--- src/rtl/lm75_poll_sched_if.sv ---
// ----------------------------------------------------------------------------
// lm75_poll_sched_if
//   Bundles the two request/response channels of the LM75A poll scheduler:
//   - host port : host_req/rw/ptr/wdata in, host_ack/done/rdata/err out
//   - I2C master: m_valid/addr/rw/ptr/len/wdata out, m_ready/done/nack/rdata in
//   modport master : scheduler view (issues commands to the I2C master,
//                    answers the host)
//   modport slave  : environment view (host logic plus the I2C master)
// ----------------------------------------------------------------------------
interface lm75_poll_sched_if;
   logic        host_req;
   logic        host_rw;
   logic [1:0]  host_ptr;
   logic [15:0] host_wdata;
   logic        host_ack;
   logic        host_done;
   logic [15:0] host_rdata;
   logic        host_err;

   logic        m_valid;
   logic        m_ready;
   logic [6:0]  m_addr;
   logic        m_rw;
   logic [1:0]  m_ptr;
   logic [1:0]  m_len;
   logic [15:0] m_wdata;
   logic        m_done;
   logic        m_nack;
   logic [15:0] m_rdata;

   modport master (
      input  host_req, host_rw, host_ptr, host_wdata,
      output host_ack, host_done, host_rdata, host_err,
      output m_valid, m_addr, m_rw, m_ptr, m_len, m_wdata,
      input  m_ready, m_done, m_nack, m_rdata
   );

   modport slave (
      output host_req, host_rw, host_ptr, host_wdata,
      input  host_ack, host_done, host_rdata, host_err,
      input  m_valid, m_addr, m_rw, m_ptr, m_len, m_wdata,
      output m_ready, m_done, m_nack, m_rdata
   );
endinterface

--- src/rtl/lm75_poll_sched.sv ---
// ----------------------------------------------------------------------------
// lm75_poll_sched
//   Shares one I2C register-access master between a periodic LM75A
//   temperature read and a host register port. Alternating arbitration,
//   bounded NACK retry with back-off, latest good temperature held.
// Ports:
//   clk, rst_n   : clock, asynchronous active-low reset
//   enable       : periodic polling enable
//   bus          : host port and I2C master command/response (master modport)
//   temp         : last successful temperature word
//   temp_valid   : a poll has succeeded since reset
//   poll_err     : last poll failed
//   poll_miss    : pulse, poll period expired with a poll still pending
// ----------------------------------------------------------------------------
module lm75_poll_sched #(
   parameter int unsigned POLL_PERIOD = 50000000,
   parameter int unsigned MAX_RETRY   = 3,
   parameter int unsigned BACKOFF_CYC = 1000,
   parameter logic [6:0]  DEV_ADDR    = 7'h48
) (
   input  logic                      clk,
   input  logic                      rst_n,
   input  logic                      enable,
   lm75_poll_sched_if.master         bus,
   output logic [15:0]               temp,
   output logic                      temp_valid,
   output logic                      poll_err,
   output logic                      poll_miss
);

   localparam int unsigned TW = $clog2(POLL_PERIOD + 1);
   localparam int unsigned RW = $clog2(MAX_RETRY + 2);
   localparam int unsigned BW = $clog2(BACKOFF_CYC + 1);

   typedef enum logic [2:0] {S_IDLE, S_ISSUE, S_WAIT, S_BACKOFF, S_RESP} state_t;

   state_t        r_state, w_next;
   logic [TW-1:0] r_timer;
   logic          r_poll_pend;
   logic          r_last_host;
   logic          r_cur_host;
   logic          r_rw;
   logic [1:0]    r_ptr;
   logic [15:0]   r_wdata;
   logic [15:0]   r_rdata;
   logic          r_fail;
   logic [RW-1:0] r_retry;
   logic [BW-1:0] r_bo;
   logic [15:0]   r_temp;
   logic          r_temp_valid;
   logic          r_poll_err;
   logic          r_poll_miss;

   logic w_expire;
   logic w_grant;
   logic w_grant_host;
   logic w_issue;

   assign w_expire = enable && (r_timer == TW'(POLL_PERIOD - 1));
   assign w_issue  = (r_state == S_ISSUE);

   // Command fields are forced to 0 outside ISSUE so every output reads 0
   // while idle and after reset; inside ISSUE they come from latched state.
   assign bus.m_valid = w_issue;
   assign bus.m_addr  = w_issue ? DEV_ADDR : '0;
   assign bus.m_rw    = w_issue & r_rw;
   assign bus.m_ptr   = w_issue ? r_ptr : '0;
   assign bus.m_len   = !w_issue ? 2'd0 : ((r_ptr == 2'd1) ? 2'd1 : 2'd2);
   assign bus.m_wdata = w_issue ? r_wdata : '0;

   assign bus.host_done  = (r_state == S_RESP) && r_cur_host;
   assign bus.host_err   = bus.host_done && r_fail;
   assign bus.host_rdata = (bus.host_done && r_rw && !r_fail) ? r_rdata : '0;

   assign temp       = r_temp;
   assign temp_valid = r_temp_valid;
   assign poll_err   = r_poll_err;
   assign poll_miss  = r_poll_miss;

   always_comb begin
      w_next       = r_state;
      w_grant      = 1'b0;
      w_grant_host = 1'b0;
      bus.host_ack = 1'b0;
      case (r_state)
         S_IDLE: begin
            if (r_poll_pend || bus.host_req) begin
               w_grant = 1'b1;
               // Host loses only when a poll is also pending and the host had the last grant.
               w_grant_host = bus.host_req && !(r_poll_pend && r_last_host);
               bus.host_ack = w_grant_host;
               w_next       = S_ISSUE;
            end
         end
         S_ISSUE: begin
            if (bus.m_ready) w_next = S_WAIT;
         end
         S_WAIT: begin
            if (bus.m_done) begin
               if (!bus.m_nack || (r_retry == RW'(MAX_RETRY))) w_next = S_RESP;
               else                                            w_next = S_BACKOFF;
            end
         end
         S_BACKOFF: begin
            if (r_bo == BW'(BACKOFF_CYC - 1)) w_next = S_ISSUE;
         end
         S_RESP:  w_next = S_IDLE;
         default: w_next = S_IDLE;
      endcase
   end

   always_ff @(posedge clk or negedge rst_n) begin
      if (!rst_n) r_state <= S_IDLE;
      else        r_state <= w_next;
   end

   always_ff @(posedge clk or negedge rst_n) begin
      if (!rst_n) begin
         r_timer      <= '0;
         r_poll_pend  <= 1'b0;
         r_last_host  <= 1'b1;
         r_cur_host   <= 1'b0;
         r_rw         <= 1'b0;
         r_ptr        <= '0;
         r_wdata      <= '0;
         r_rdata      <= '0;
         r_fail       <= 1'b0;
         r_retry      <= '0;
         r_bo         <= '0;
         r_temp       <= '0;
         r_temp_valid <= 1'b0;
         r_poll_err   <= 1'b0;
         r_poll_miss  <= 1'b0;
      end else begin
         r_poll_miss <= 1'b0;

         // A fresh expiry wins over a poll grant in the same cycle, so the
         // new period is not lost; a miss is only reported for a pending
         // poll that is not being consumed right now.
         if (!enable) begin
            r_timer     <= '0;
            r_poll_pend <= 1'b0;
         end else if (w_expire) begin
            r_timer     <= '0;
            r_poll_pend <= 1'b1;
            if (r_poll_pend && !(w_grant && !w_grant_host)) r_poll_miss <= 1'b1;
         end else begin
            r_timer <= r_timer + 1'b1;
            if (w_grant && !w_grant_host) r_poll_pend <= 1'b0;
         end

         if (w_grant) begin
            r_cur_host  <= w_grant_host;
            r_last_host <= w_grant_host;
            r_rw        <= w_grant_host ? bus.host_rw    : 1'b1;
            r_ptr       <= w_grant_host ? bus.host_ptr   : 2'd0;
            r_wdata     <= w_grant_host ? bus.host_wdata : 16'h0000;
            r_retry     <= '0;
         end

         if (r_state == S_WAIT && bus.m_done) begin
            r_rdata <= bus.m_rdata;
            r_fail  <= bus.m_nack;
            r_bo    <= '0;
            if (bus.m_nack && (r_retry != RW'(MAX_RETRY))) r_retry <= r_retry + 1'b1;
         end

         if (r_state == S_BACKOFF) r_bo <= r_bo + 1'b1;

         if (r_state == S_RESP && !r_cur_host) begin
            if (r_fail) begin
               r_poll_err <= 1'b1;
            end else begin
               r_temp       <= r_rdata;
               r_temp_valid <= 1'b1;
               r_poll_err   <= 1'b0;
            end
         end
      end
   end

endmodule

--- src/flat_wrapper.sv ---
// flat-port wrapper written by rule: the top's interface ports become plain ports
module lm75_poll_sched_flat 
#(
   parameter int unsigned POLL_PERIOD = 50000000,
   parameter int unsigned MAX_RETRY   = 3,
   parameter int unsigned BACKOFF_CYC = 1000,
   parameter logic [6:0]  DEV_ADDR    = 7'h48
)
  (clk, rst_n, enable, temp, temp_valid, poll_err, poll_miss, bus_host_req, bus_host_rw, bus_host_ptr, bus_host_wdata, bus_host_ack, bus_host_done, bus_host_rdata, bus_host_err, bus_m_valid, bus_m_addr, bus_m_rw, bus_m_ptr, bus_m_len, bus_m_wdata, bus_m_ready, bus_m_done, bus_m_nack, bus_m_rdata);
  lm75_poll_sched_if bus_i ();
  input  logic clk;
  input  logic rst_n;
  input  logic enable;
  output logic [15:0] temp;
  output logic temp_valid;
  output logic poll_err;
  output logic poll_miss;
  input wire logic [$bits(bus_i.host_req)-1:0] bus_host_req;
  input wire logic [$bits(bus_i.host_rw)-1:0] bus_host_rw;
  input wire logic [$bits(bus_i.host_ptr)-1:0] bus_host_ptr;
  input wire logic [$bits(bus_i.host_wdata)-1:0] bus_host_wdata;
  output wire logic [$bits(bus_i.host_ack)-1:0] bus_host_ack;
  output wire logic [$bits(bus_i.host_done)-1:0] bus_host_done;
  output wire logic [$bits(bus_i.host_rdata)-1:0] bus_host_rdata;
  output wire logic [$bits(bus_i.host_err)-1:0] bus_host_err;
  output wire logic [$bits(bus_i.m_valid)-1:0] bus_m_valid;
  output wire logic [$bits(bus_i.m_addr)-1:0] bus_m_addr;
  output wire logic [$bits(bus_i.m_rw)-1:0] bus_m_rw;
  output wire logic [$bits(bus_i.m_ptr)-1:0] bus_m_ptr;
  output wire logic [$bits(bus_i.m_len)-1:0] bus_m_len;
  output wire logic [$bits(bus_i.m_wdata)-1:0] bus_m_wdata;
  input wire logic [$bits(bus_i.m_ready)-1:0] bus_m_ready;
  input wire logic [$bits(bus_i.m_done)-1:0] bus_m_done;
  input wire logic [$bits(bus_i.m_nack)-1:0] bus_m_nack;
  input wire logic [$bits(bus_i.m_rdata)-1:0] bus_m_rdata;
  assign bus_i.host_req = bus_host_req;
  assign bus_i.host_rw = bus_host_rw;
  assign bus_i.host_ptr = bus_host_ptr;
  assign bus_i.host_wdata = bus_host_wdata;
  assign bus_host_ack = bus_i.host_ack;
  assign bus_host_done = bus_i.host_done;
  assign bus_host_rdata = bus_i.host_rdata;
  assign bus_host_err = bus_i.host_err;
  assign bus_m_valid = bus_i.m_valid;
  assign bus_m_addr = bus_i.m_addr;
  assign bus_m_rw = bus_i.m_rw;
  assign bus_m_ptr = bus_i.m_ptr;
  assign bus_m_len = bus_i.m_len;
  assign bus_m_wdata = bus_i.m_wdata;
  assign bus_i.m_ready = bus_m_ready;
  assign bus_i.m_done = bus_m_done;
  assign bus_i.m_nack = bus_m_nack;
  assign bus_i.m_rdata = bus_m_rdata;
  lm75_poll_sched #(.POLL_PERIOD(POLL_PERIOD), .MAX_RETRY(MAX_RETRY), .BACKOFF_CYC(BACKOFF_CYC), .DEV_ADDR(DEV_ADDR)) u_core (.clk(clk), .rst_n(rst_n), .enable(enable), .bus(bus_i), .temp(temp), .temp_valid(temp_valid), .poll_err(poll_err), .poll_miss(poll_miss));
endmodule
--- config.mk ---
export PLATFORM = sky130hd
export DESIGN_NAME = lm75_poll_sched_flat
export DESIGN_NICKNAME = d
export VERILOG_FILES = /design/src/rtl/lm75_poll_sched_if.sv /design/src/rtl/lm75_poll_sched.sv /design/src/flat_wrapper.sv
export SDC_FILE = /design/constraint.sdc
export NUM_CORES = 1
export LEC_CHECK = 0
export BUFFER_PORTS_ARGS = -buffer_cell sky130_fd_sc_hd__buf_2
export CORE_AREA = 2 2 73 127
export CTS_CLUSTER_DIAMETER = 100
export DETAILED_ROUTE_END_ITERATION = 16
export DIE_AREA = 0 0 75 129
export MAX_ROUTING_LAYER = met4
export PLACE_DENSITY = 0.8
export SYNTH_ARGS = -nofsm -noshare
export SYNTH_HDL_FRONTEND = slang
export SYNTH_SLANG_ARGS = --single-unit
--- constraint.sdc ---
create_clock -name clk -period 5.04 [get_ports clk]
set_input_delay 0.252 -clock clk [delete_from_list [all_inputs] [get_ports clk]]
set_output_delay 0.252 -clock clk [all_outputs]
set_load 0.1 [all_outputs]
Word level (Yosys, flattened, before mapping)
Index checks and enable logic that the tools add are counted.

word-level totals
  flip-flop bits (word level) = 100
  latch bits = 0
  RAM bits = 0
  bits in read-only memories = 0
  input port bits = 42
  output and inout port bits = 67
  word-level logic and storage cells = 92
  memories kept = 0

operators by class
  add/sub/neg operators = 3
  multipliers = 0
  div/mod/pow operators = 0
  $lt $le $gt $ge = 0
  equal/unequal tests = 14
  shift operators = 0
  muxes and demuxes = 33
  bitwise operators = 2
  reductions and logical operators = 24

operators by type and width
  kind                     number
  $mux W26                 2
  $mux W16                 3
  $add A26 B1 Y26 const B  1
  $eq A26 B26 Y1 const B   1
  $mux W3                  8
  $mux W10                 2
  $logic_and A1 B1 Y1      12
  $mux W1                  12
  $pmux W3 S4              1
  $add A10 B1 Y10 const B  1
  $eq A10 B10 Y1 const B   1
  $eq A3 B2 Y1 const B     3
  $mux W2                  4
  $mux W7                  1
  $logic_not A1 Y1         6
  $ne A2 B1 Y1 const B     2
  $ne A2 B2 Y1 const B     2
  $reduce_and A4 Y1        1
  $add A3 B1 Y3 const B    1
  $eq A3 B1 Y1 const B     1
  $eq A3 B3 Y1 const B     1
  $logic_not A3 Y1         1
  $ne A3 B1 Y1 const B     1
  $ne A3 B2 Y1 const B     1
  6 further kinds          7

Logic depth before layout (Yosys ltp)
Gate-level depths: netlist of run 1.

  depth after elaboration = 12
  gate-level depth with buffers = 6
  mapped depth without buffers = 6

Least setup slack after synthesis of run 1
OpenSTA, ideal clock, no wires.

  path type = flip-flop to output port
  start = register u_core.r_state[0]
  end = output port bus_m_ptr[1]
  arrival time = 3,576 ps
  setup slack = 1,212 ps
  stages on the path, launching flop included = 4
  buffers on the path = 1
  path through = dfrtp_1 > clkbuf_1 > inv_1 > nor4_1

between the ends
  longest elaborated chain between the ends = 2

ends and longest elaborated chain
  what                    line                    RTL
  from (decl)             lm75_poll_sched.sv:37   state_t r_state, w_next;
  from (signal assigned)  lm75_poll_sched.sv:114  else r_state <= w_next;
  $eq A3 B1 Y1            lm75_poll_sched.sv:60   assign w_issue = (r_state == S_ISSUE);
  $mux W2                 lm75_poll_sched.sv:67   assign bus.m_ptr = w_issue ? r_ptr : '0;
  to (decl)               flat_wrapper.sv:29      output wire logic [$bits(bus_i.m_ptr)-1:0] bus_m_ptr;

No other way between the ends.

Worst setup path after layout of run 1
  start = register u_core.r_state[2]
  end = output port bus_host_ack

between the ends
  longest elaborated chain between the ends = 2

ends and longest elaborated chain
  what              line                   RTL
  $logic_not A3 Y1  lm75_poll_sched.sv:85  case (r_state)
  $mux W1           lm75_poll_sched.sv:85
  to (decl)         flat_wrapper.sv:22     output wire logic [$bits(bus_i.host_ack)-1:0] bus_host_ack;

No other way between the ends.

==> metrics.md, run 1 <==
| Metric | Value |
|---|---|
| Synth area leader | dfrtp_1 |
| H-tree depth | 3 |
| Worst Setup Path Type | flip-flop to output pin |
| RSZ-0062 raised after global routing | no |
| PortBufs | 103 |
| Clk_skew | 7.38 ps |
| Remaining global-route overflow | 0 |
| Tmin final | 2720 ps |
| Mapped cell area | 4670 um2 |
| Die height | 129 um |
| Most frequent cell after synthesis | dfrtp_1 |
| Final TNS setup | 0 ps |
| Hold path endpoint | u_core.r_wdata[0] |
| Residual DRC | 0 |
| Syn avg cell area | 11.1 um2 |
| Cell leakage power | 2.74 nW |
| Distinct cell type count after synthesis | 50 |
| Hold WC Path Type | input pin to flip-flop |
| Ant. Diodes | 0 |
| Period utilisation layout | 53.9% |
| Critical Path Sink Type | output pin |
| FF-to-FF End | u_core.r_timer[8] |
| Seq cells post-synth | 100 |
| Worst slew pin tran | 956 ps |
| Synth warn | 0 |
| Area Growth Syn to Fin | 19.4% |
| Root Buffer Master | clkbuf_16 |
| Area contributors post-synth | dfrtp_1, mux2_2, and2_1 |
| Final nets | 565 |
| Largest fanout on the critical path | 23 |
| Final GP Congestion | 0.910 |
| FF-to-FF setup slack | 2520 ps |
| Initial drt markers | 175 |
| Total Routed Length | 10.6 mm |
| Most used flip-flop cell after synthesis | dfrtp_1 |
| Routed wire length per instance | 16.6 um |
| Post-synthesis async set-or-reset flop share | 100% |
| Cell count after synthesis | 420 |
| Clock transition at path regs | 70 ps |
| PD cells | 647 nW/um2 |
| Share of cells above drive strength 1 | 31.9% |
| Worst Reg-to-Reg Cells | 5 |
| Outcome | finished, final reports clean |
| Die area | 9680 um2 |
| Slew Limit Fails | 0 |
| Worst-skew pair later-pin latency | 340 ps |
| Max frequency | 368 MHz |
| Post-CTS setup buffers | 0 |
| Num CTS Buffers | 9 |
| Detailed-route via count | 3,621 |
| Tot Pwr | 3.61 mW |
| Ports | 109 |
| Nature of the critical path startpoint | flip-flop |
| Final antenna-violating net count | 0 |
| Fin. Hold Viols | 0 |
| Relative slew slack | 36.3% |
| Pin count of the biggest net entering global routing | 79 |
| Hold-critical path depth | 2 |
| Sequential area share after synthesis | 53.6% |
| Cell Rows | 45 |
| TritonCTS clock tree | built |
| DR vias/cell | 5.66 |
| HP Start | bus_host_wdata[0] |
| Worst vdd ir | 0.485 mV |
| Core area | 8610 um2 |
| Maximum buffer depth of the clock tree | 2 |
| Initial antenna violation count | 0 |
| Most frequent cells after synthesis | dfrtp_1, and2_1, mux2_2, nor2_1, a22o_1 |
| Setup violations, final | 0 |
| DRT Pass-1 Iters | 5 |
| Max-capacitance violation count | 0 |
| Global router's overall resource usage | 24.3% |
| Starting Density | 54.2% |
| EDFF count, synth | 0 |
| CP Data Arrival Time | 2460 ps |
| R2R Path Start | u_core.r_timer[8] |
| Die W | 75 um |
| DP HPWL | 7.39 mm |
| Req. time, crit path | 4790 ps |
| Clock Sink Count | 100 |
| Vias in the first global route | 3,797 |
| Top-area cell type share of the netlist area | 53.0% |
| First-pass GRT wire length | 17.5 mm |
layout make-up:
type / instances / area (um2)
well taps: 117 / 146
repair buffers: 111 / 581
inverters: 9 / 33.8
clock inverters: 7 / 65.1
fillers: 681 / 3040
flip-flops and latches: 100 / 2500
multi-input cells: 287 / 2020
clock buffers: 9 / 225
flip-flops by register name, indices dropped and copies added (netlist names), 2 cells and up:
name,count
u_core.r_rdata,16
u_core.temp,16
u_core.r_retry,3
u_core.r_timer,26
u_core.r_ptr,2
u_core.r_wdata,16
u_core.r_state,3
u_core.r_bo,10
critical path, cell delays in order (launching register included):
cell	delay (ps)
dfrtp_1	510
nor3_1	280
and3_1	760
buf_2	560
layer usage:
layer,part of all wire (%),global-route usage (%)
met1,39,27.9
met4,1.8,10.9
met2,55,39.8
met3,3.9,5.25
met5,0,-
kinds of logic (layout without fill, tap and decap cells):
family,after synthesis,in the layout,synth area share (%)
compound gates,74,74,11.0
other cells,1,5,0.0803
flops,100,100,53.6
simple gates,154,154,19.1
xor+xnor,14,14,2.62
buf+inv,37,136,3.88
mux,35,35,8.41
fa+ha+maj,5,5,1.34
worst max-delay path by stage:
stage,from,end,slack (ps),cells after the start
final,u_core.r_state[2],bus_host_ack,2320,3
after global routing,u_core.r_state[1],bus_host_ack,2180,3
after CTS,u_core.r_state[2],bus_host_ack,2320,3
after detailed placement,u_core.r_timer[8],u_core.r_timer[11],2540,5
after global placement,u_core.r_timer[8],u_core.r_timer[5],2590,5
after floorplan,u_core.r_state[0],bus_m_ptr[1],1210,3
where the power goes:
group	leakage [nW]	total, mW	internal, mW	switching (mW)
sequential	1.31	1.24	1.05	0.192
combinational	1.29	1.69	0.380	1.31
clock	0.141	0.679	0.349	0.331
total	2.74	3.61	1.78	1.83
cells in the final DEF (no fill, tap or decap), types with 3 or more instances in the layout:
master,synthesis,layout
a21o_1,3,3
a21oi_1,16,16
a22o_1,19,19
a31oi_1,3,3
and2_1,37,37
and3_1,7,7
and4_1,4,4
buf_2,1,102
buf_4,7,8
clkbuf_16,0,9
conb_1,1,5
dfrtp_1,99,99
ha_1,5,5
inv_1,9,9
inv_6,0,3
mux2_2,34,34
nand2_1,18,18
nand3_1,15,15
nand4_1,8,8
nor2_1,23,23
nor3_1,6,5
nor4_1,5,5
o21ai_0,17,17
o31ai_1,7,7
or3_1,8,8
or4_1,8,8
xnor2_1,7,7
xor2_1,7,7
through the flow:
stage / instance area, um2 / setup slack (ps) / std cells / hold WS [ps] / utilization, %
5_1_grt: 5580 / 2180 / 640 / 120 / 64.7
4_1_cts: 5580 / 2320 / 640 / 114 / 64.7
6_report: 5580 / 2320 / 640 / 128 / 64.7
3_3_place_gp: 5280 / 2590 / 623 / 151 / 61.2
2_1_floorplan: 4690 / 1210 / 424 / -43.6 / -
3_5_place_dp: 5280 / 2540 / 623 / 158 / 61.2
timing repair:
action                                  CTS  global route
gates resized for setup                   0             0
hold buffers                              1             0
hold endpoints to repair                 22             0
endpoints found under the setup margin    0             0
Power figures use the tool's default switching activity.
==> inputs of run 2 (changes only) <==
--- a/config.mk
+++ b/config.mk
@@ -6,12 +6,12 @@
 export NUM_CORES = 1
 export LEC_CHECK = 0
 export BUFFER_PORTS_ARGS = -buffer_cell sky130_fd_sc_hd__buf_2
-export CORE_AREA = 2 2 73 127
+export CORE_AREA = 2 2 74 129
 export CTS_CLUSTER_DIAMETER = 100
 export DETAILED_ROUTE_END_ITERATION = 16
-export DIE_AREA = 0 0 75 129
+export DIE_AREA = 0 0 76 131
 export MAX_ROUTING_LAYER = met4
-export PLACE_DENSITY = 0.8
+export PLACE_DENSITY = 0.78
 export SYNTH_ARGS = -nofsm -noshare
 export SYNTH_HDL_FRONTEND = slang
 export SYNTH_SLANG_ARGS = --single-unit
==> constraint.sdc (replaced) <==
create_clock -name clk -period 2.59 [get_ports clk]
set_input_delay 0.1295 -clock clk [delete_from_list [all_inputs] [get_ports clk]]
set_output_delay 0.1295 -clock clk [all_outputs]
set_load 0.1 [all_outputs]
==> metrics.md, run 2 (synthesized netlist as in run 1, its figures left out) <==
| Metric | Value |
|---|---|
| Routed wire length per instance | 17.1 um (was 16.6 um) |
| Cell leakage power | 2.87 nW (was 2.74 nW) |
| Final core occ | 69.3% (was 64.7%) |
| RSZ-0062 raised after global routing | no (unchanged) |
| H-tree depth | 3 (unchanged) |
| Die W | 76 um (was 75 um) |
| Seq pwr share | 32.1% (was 34.4%) |
| Final antenna-violating net count | 0 (unchanged) |
| Total Routed Length | 11.0 mm (was 10.6 mm) |
| PortBufs | 103 (unchanged) |
| Final worst setup slack | 261 ps (was 2320 ps) |
| Detailed-route via count | 3,670 (was 3,621) |
| First-pass GRT wire length | 18.3 mm (was 17.5 mm) |
| Worst slew pin tran | 529 ps (was 956 ps) |
| Starting Density | 52.4% (was 54.2%) |
| Max frequency | 429 MHz |
| FF-to-FF setup slack | 260 ps (was 2520 ps) |
| R2R Path Start | u_core.r_timer[8] (unchanged) |
| Critical Path Sink Type | flip-flop (was output pin) |
| Worst Setup Path Type | flip-flop to flip-flop (was flip-flop to output pin) |
| Fin. Hold Viols | 0 (unchanged) |
| Period utilisation layout | 89.9% |
| Core area | 8920 um2 (was 8610 um2) |
| Nature of the critical path startpoint | flip-flop (unchanged) |
| Final nets | 566 (was 565) |
| Net switching power | 3.59 mW (was 1.83 mW) |
| Root Buffer Master | clkbuf_16 (unchanged) |
| DRT Pass-1 Iters | 4 (was 5) |
| Post-CTS setup buffers | 0 (unchanged) |
| Clk pwr share | 17.6% (was 18.8%) |
| Worst-skew pair later-pin latency | 350 ps (was 340 ps) |
| PD cells | 1210 nW/um2 (was 647 nW/um2) |
| Num CTS Buffers | 9 (unchanged) |
| Ant. Diodes | 0 (unchanged) |
| Placement Setup Slack | 276 ps (was 2540 ps) |
| Cell Rows | 46 (was 45) |
| Largest fanout on the critical path | 25 (was 23) |
| CP Data Arrival Time | 2550 ps (was 2460 ps) |
| Slew Limit Fails | 0 (unchanged) |
| Setup violations, final | 0 (unchanged) |
| Area Growth Syn to Fin | 32.4% (was 19.4%) |
| Clock transition at path regs | 70 ps (about the same) |
| FF-to-FF End | u_core.r_timer[3] (was u_core.r_timer[8]) |
| Gates resized, CTS repair | 0 (unchanged) |
| TritonCTS clock tree | built (unchanged) |
| Die height | 131 um (was 129 um) |
| HP Start | bus_host_wdata[3] (was bus_host_wdata[0]) |
| Pin count of the biggest net entering global routing | 101 (was 79) |
| Die area | 9960 um2 (was 9680 um2) |
| Commonest non-fill, non-tap cell in the layout | dfrtp_1 (was buf_2) |
| Outcome | finished, final reports clean (unchanged) |
| Req. time, crit path | 2810 ps (was 4790 ps) |
| Clk_skew | 7.18 ps (was 7.38 ps) |
| Remaining global-route overflow | 0 (unchanged) |
| Comb pwr share | 50.3% (was 46.8%) |
| Max FFs per register | 26 (unchanged) |
| Initial antenna violation count | 0 (unchanged) |
| Residual DRC | 0 (unchanged) |
| Final GP Congestion | 0.860 (was 0.910) |
| Hold path endpoint | u_core.r_wdata[3] (was u_core.r_wdata[0]) |
| Vias in the first global route | 3,790 (was 3,797) |
| Hold-critical path depth | 2 (unchanged) |
| Share of cells above drive strength 1 | 34.0% (was 31.9%) |
| Relative slew slack | 64.7% (was 36.3%) |
| DR vias/cell | 5.70 (was 5.66) |
| Global router's overall resource usage | 23.8% (was 24.3%) |
| Worst vdd ir | 0.937 mV (was 0.485 mV) |
| Biggest register | u_core.r_timer (unchanged) |
| Clock Sink Count | 100 (unchanged) |
| Internal Power | 3.92 mW (was 1.78 mW) |
| Tot Pwr | 7.50 mW (was 3.61 mW) |
| Initial drt markers | 238 (was 175) |
| Worst Reg-to-Reg Cells | 5 (unchanged) |
| Hold WC Path Type | input pin to flip-flop (unchanged) |
| DP HPWL | 7.73 mm (was 7.39 mm) |
| Max-capacitance violation count | 0 (unchanged) |
| Sw frac | 47.8% (was 50.7%) |
| Tmin final | 2330 ps |
| Ports | 109 (unchanged) |
| Maximum buffer depth of the clock tree | 2 (unchanged) |
| Most frequent cells in the layout | dfrtp_1, buf_2, buf_12, mux2_2, and2_1 (was buf_2, dfrtp_1, and2_1, mux2_2, nor2_1) |
[run 2: changes by cell type in the layout (fill, tap and decap cells not counted), sizes merged]
cell | before | now
buf | 110 | 111
bufinv | 0 | 1
clkbuf | 9 | 11
clkinv | 1 | 3
inv | 14 | 9
[run 2: critical path, stage by stage, from the launching register on]
cell and delay (ps):
dfrtp_1 460, or4_1 540, or4_4 450, o41ai_4 350
buf_4 320, nor2_1 100
[run 2: power by group through the flow]
stage	registers, mW	logic [mW]	clock network (mW)
2_1_floorplan	3.13	2.00	0
3_3_place_gp	2.39	3.72	0
3_5_place_dp	2.43	3.78	0
4_1_cts	2.41	3.79	1.34
5_1_grt	2.48	3.91	1.39
6_report	2.41	3.77	1.32
[run 2: routing by layer]
metal / GRT usage (%) / wire length [um] / vias to the layer above
met5: - / 0 / -
met4: 10.9 / 328 / 0
met1: 26.6 / 4370 / 1845
li1: - / - / 1691
met2: 42.1 / 5910 / 104
met3: 4.12 / 430 / 30
[run 2: area by class of cell]
class | instances | area [um2]
inverter | 9 | 33.8
fill | 636 | 2740
clock inverter | 5 | 52.6
sequential | 100 | 2500
clock buffer | 11 | 233
timing repair buffer | 112 | 1170
multi-input combinational | 287 | 2040
tap | 120 | 150
[run 2: how the worst max path moves through the flow]
stage,start,to,cells past startpoint
after global placement,u_core.r_timer[8],u_core.r_timer[1],4
after floorplan,u_core.r_state[0],bus_m_ptr[1],3
after detailed placement,u_core.r_timer[8],u_core.r_timer[3],5
final,u_core.r_timer[8],u_core.r_timer[3],5
after CTS,u_core.r_timer[8],u_core.r_timer[3],5
after global routing,u_core.r_timer[0],u_core.r_timer[8],6
[run 2: timing repair]
item	4_1_cts	5_1_grt
endpoints found under the hold margin	99	0
hold buffers	1	0
setup endpoints to repair	0	0
[run 2: stage by stage]
stage | hold WS [ps] | area [um2] | instances | TNS (ps)
6_report | 2.23 | 6180 | 644 | 0
3_3_place_gp | 223 | 5890 | 627 | 0
4_1_cts | 0.239 | 6180 | 644 | 0
3_5_place_dp | 232 | 5890 | 627 | 0
5_1_grt | 0.846 | 6180 | 644 | 0
2_1_floorplan | -166 | 4710 | 424 | -2230
==> inputs of run 3 (changes only) <==
--- a/config.mk
+++ b/config.mk
@@ -12,6 +12,7 @@
 export DIE_AREA = 0 0 76 131
 export MAX_ROUTING_LAYER = met4
 export PLACE_DENSITY = 0.78
+export SETUP_SLACK_MARGIN = 0.4
 export SYNTH_ARGS = -nofsm -noshare
 export SYNTH_HDL_FRONTEND = slang
 export SYNTH_SLANG_ARGS = --single-unit
==> metrics.md, run 3 (synthesized netlist as in run 1, its figures left out) <==
| Metric | Value |
|---|---|
| Slowest stage cell, crit path | or4_1 (unchanged) |
| Remaining global-route overflow | 0 (unchanged) |
| Placement Setup Slack | 438 ps (was 276 ps) |
| Initial antenna violation count | 0 (unchanged) |
| Period utilisation layout | 83.2% (was 89.9%) |
| Biggest register | u_core.r_timer (unchanged) |
| Share of cells above drive strength 1 | 38.8% (was 34.0%) |
| Worst Setup Path Type | flip-flop to flip-flop (unchanged) |
| Worst path top cell family by delay | simple AND/OR/NAND/NOR gates (unchanged) |
| Most frequent cells in the layout | dfrtp_1, buf_2, buf_12, mux2_2, nor2_1 (was dfrtp_1, buf_2, buf_12, mux2_2, and2_1) |
| Hold WC Path Type | input pin to flip-flop (unchanged) |
| Ports | 109 (unchanged) |
| Residual DRC | 0 (unchanged) |
| Maximum buffer depth of the clock tree | 2 (unchanged) |
| Crit path cell chain | or4_1 -> or4_4 -> or4_4 -> and3_1 (was or4_1 -> or4_4 -> o41ai_4 -> buf_4 -> nor2_1) |
| Worst vdd ir | 0.623 mV (was 0.937 mV) |
| Largest fanout on the critical path | 6 (was 25) |
| Starting Density | 52.4% (unchanged) |
| First-pass GRT wire length | 17.3 mm (was 18.3 mm) |
| TritonCTS clock tree | built (unchanged) |
| Nature of the critical path startpoint | flip-flop (unchanged) |
| Tmin final | 2160 ps (was 2330 ps) |
| Max-capacitance violation count | 0 (unchanged) |
| Outcome | finished, final reports clean (unchanged) |
| Relative slew slack | 60.7% (was 64.7%) |
| Num CTS Buffers | 9 (unchanged) |
| DRT Pass-1 Iters | 4 (unchanged) |
| Fin Hold WS | 15.9 ps (was 2.23 ps) |
| Cell leakage power | 2.89 nW (was 2.87 nW) |
| Initial drt markers | 233 (was 238) |
| Cell Rows | 46 (unchanged) |
| Die height | 131 um (unchanged) |
| Routed wire length per instance | 16.6 um (was 17.1 um) |
| Worst-skew pair later-pin latency | 340 ps (was 350 ps) |
| Die W | 76 um (unchanged) |
| Detailed-route via count | 3,666 (was 3,670) |
| RSZ-0062 raised after global routing | no (unchanged) |
| DP HPWL | 7.91 mm (was 7.73 mm) |
| Total Routed Length | 10.7 mm (was 11.0 mm) |
| Commonest non-fill, non-tap cell in the layout | dfrtp_1 (unchanged) |
| Max frequency | 464 MHz (was 429 MHz) |
| DR vias/cell | 5.67 (was 5.70) |
| Slew Limit Fails | 0 (unchanged) |
| CP Data Arrival Time | 2390 ps (was 2550 ps) |
| Tot Pwr | 7.43 mW (was 7.50 mW) |
| Final antenna-violating net count | 0 (unchanged) |
| Critical path buffers and inverters | 0 (was 1) |
| Global router's overall resource usage | 22.5% (was 23.8%) |
| Clock transition at path regs | 60 ps (was 70 ps) |
| Setup violations, final | 0 (unchanged) |
| Vias in the first global route | 3,715 (was 3,790) |
| Most used cell, CP | or4_4 |
| Fin. Hold Viols | 0 (unchanged) |
| PD cells | 1190 nW/um2 (was 1210 nW/um2) |
| Final nets | 569 (was 566) |
| Root Buffer Master | clkbuf_16 (unchanged) |
| Area Growth Syn to Fin | 34.1% (was 32.4%) |
| Max FFs per register | 26 (unchanged) |
| Ant. Diodes | 0 (unchanged) |
| Clk_skew | 4.70 ps (was 7.18 ps) |
| CP peak stage delay | 530 ps (was 540 ps) |
| Req. time, crit path | 2820 ps (was 2810 ps) |
| H-tree depth | 3 (unchanged) |
| Final core occ | 70.2% (was 69.3%) |
| Final TNS setup | 0 ps (unchanged) |
| Worst slew pin tran | 590 ps (was 529 ps) |
| Critical Path Sink Type | flip-flop (unchanged) |
| PortBufs | 103 (unchanged) |
| Final worst setup slack | 434 ps (was 261 ps) |
| Clock Sink Count | 100 (unchanged) |
| Die area | 9960 um2 (unchanged) |
| Pin count of the biggest net entering global routing | 55 (was 101) |
| Core area | 8920 um2 (unchanged) |
| Final GP Congestion | 0.905 (was 0.860) |
[run 3: changes by cell type in the layout (fill, tap and decap cells not counted), moves of 4 or more]
cell | before | now
and2_1 | 27 | 12
and2_4 | 0 | 10
and2_2 | 10 | 15
dfrtp_1 | 99 | 95
dfrtp_2 | 0 | 4
[run 3: final cells by class]
type | instances | area [um2]
Tap cell | 120 | 150
Multi-Input combinational cell | 287 | 2090
Clock inverter | 4 | 25.0
Inverter | 9 | 33.8
Fill cell | 602 | 2660
Sequential cell | 100 | 2510
Clock buffer | 11 | 253
Timing Repair Buffer | 115 | 1200
[run 3: metal layers]
metal,vias up,track usage (%),share of wire (%)
met5,-,-,0
met4,0,9.52,2.9
met3,26,4.40,3.8
met2,106,42.2,57
met1,1827,22.9,36
li1,1707,-,-
[run 3: final timing paths]
kind                                         start                 end  slack (ps)  cells after the start
worst max-delay path             u_core.r_timer[9]   u_core.r_timer[1]         430                      4
worst min-delay path            bus_host_wdata[10]  u_core.r_wdata[10]          20                      2
worst max register to register   u_core.r_timer[9]   u_core.r_timer[1]         430                      4
worst min register to register   u_core.temp_valid   u_core.temp_valid         480                      1
max in group asynchronous                    rst_n   u_core.r_rdata[5]        1560                      3
min in group asynchronous                    rst_n   u_core.r_timer[6]         330                      2
[run 3: repair_timing]
action | 4_1_cts | 5_1_grt
setup buffers | 0 | 1
resized for setup | 0 | 6
endpoints found under the hold margin | 45 | 0
hold buffers | 1 | 0
setup endpoints to repair | 0 | 56
[run 3: report_power, final]
group	internal, mW	total, mW	switching [mW]
Clock	0.694	1.24	0.549
Combinational	1.15	3.77	2.62
Sequential	2.05	2.42	0.367
Total	3.90	7.43	3.53
[run 3: per-stage QoR]
stage / cells / instance area (um2)
CTS: 645 / 6240
global route: 646 / 6260
finish: 646 / 6260
global placement: 629 / 5960
detailed placement: 629 / 5960
floorplan: 424 / 4760
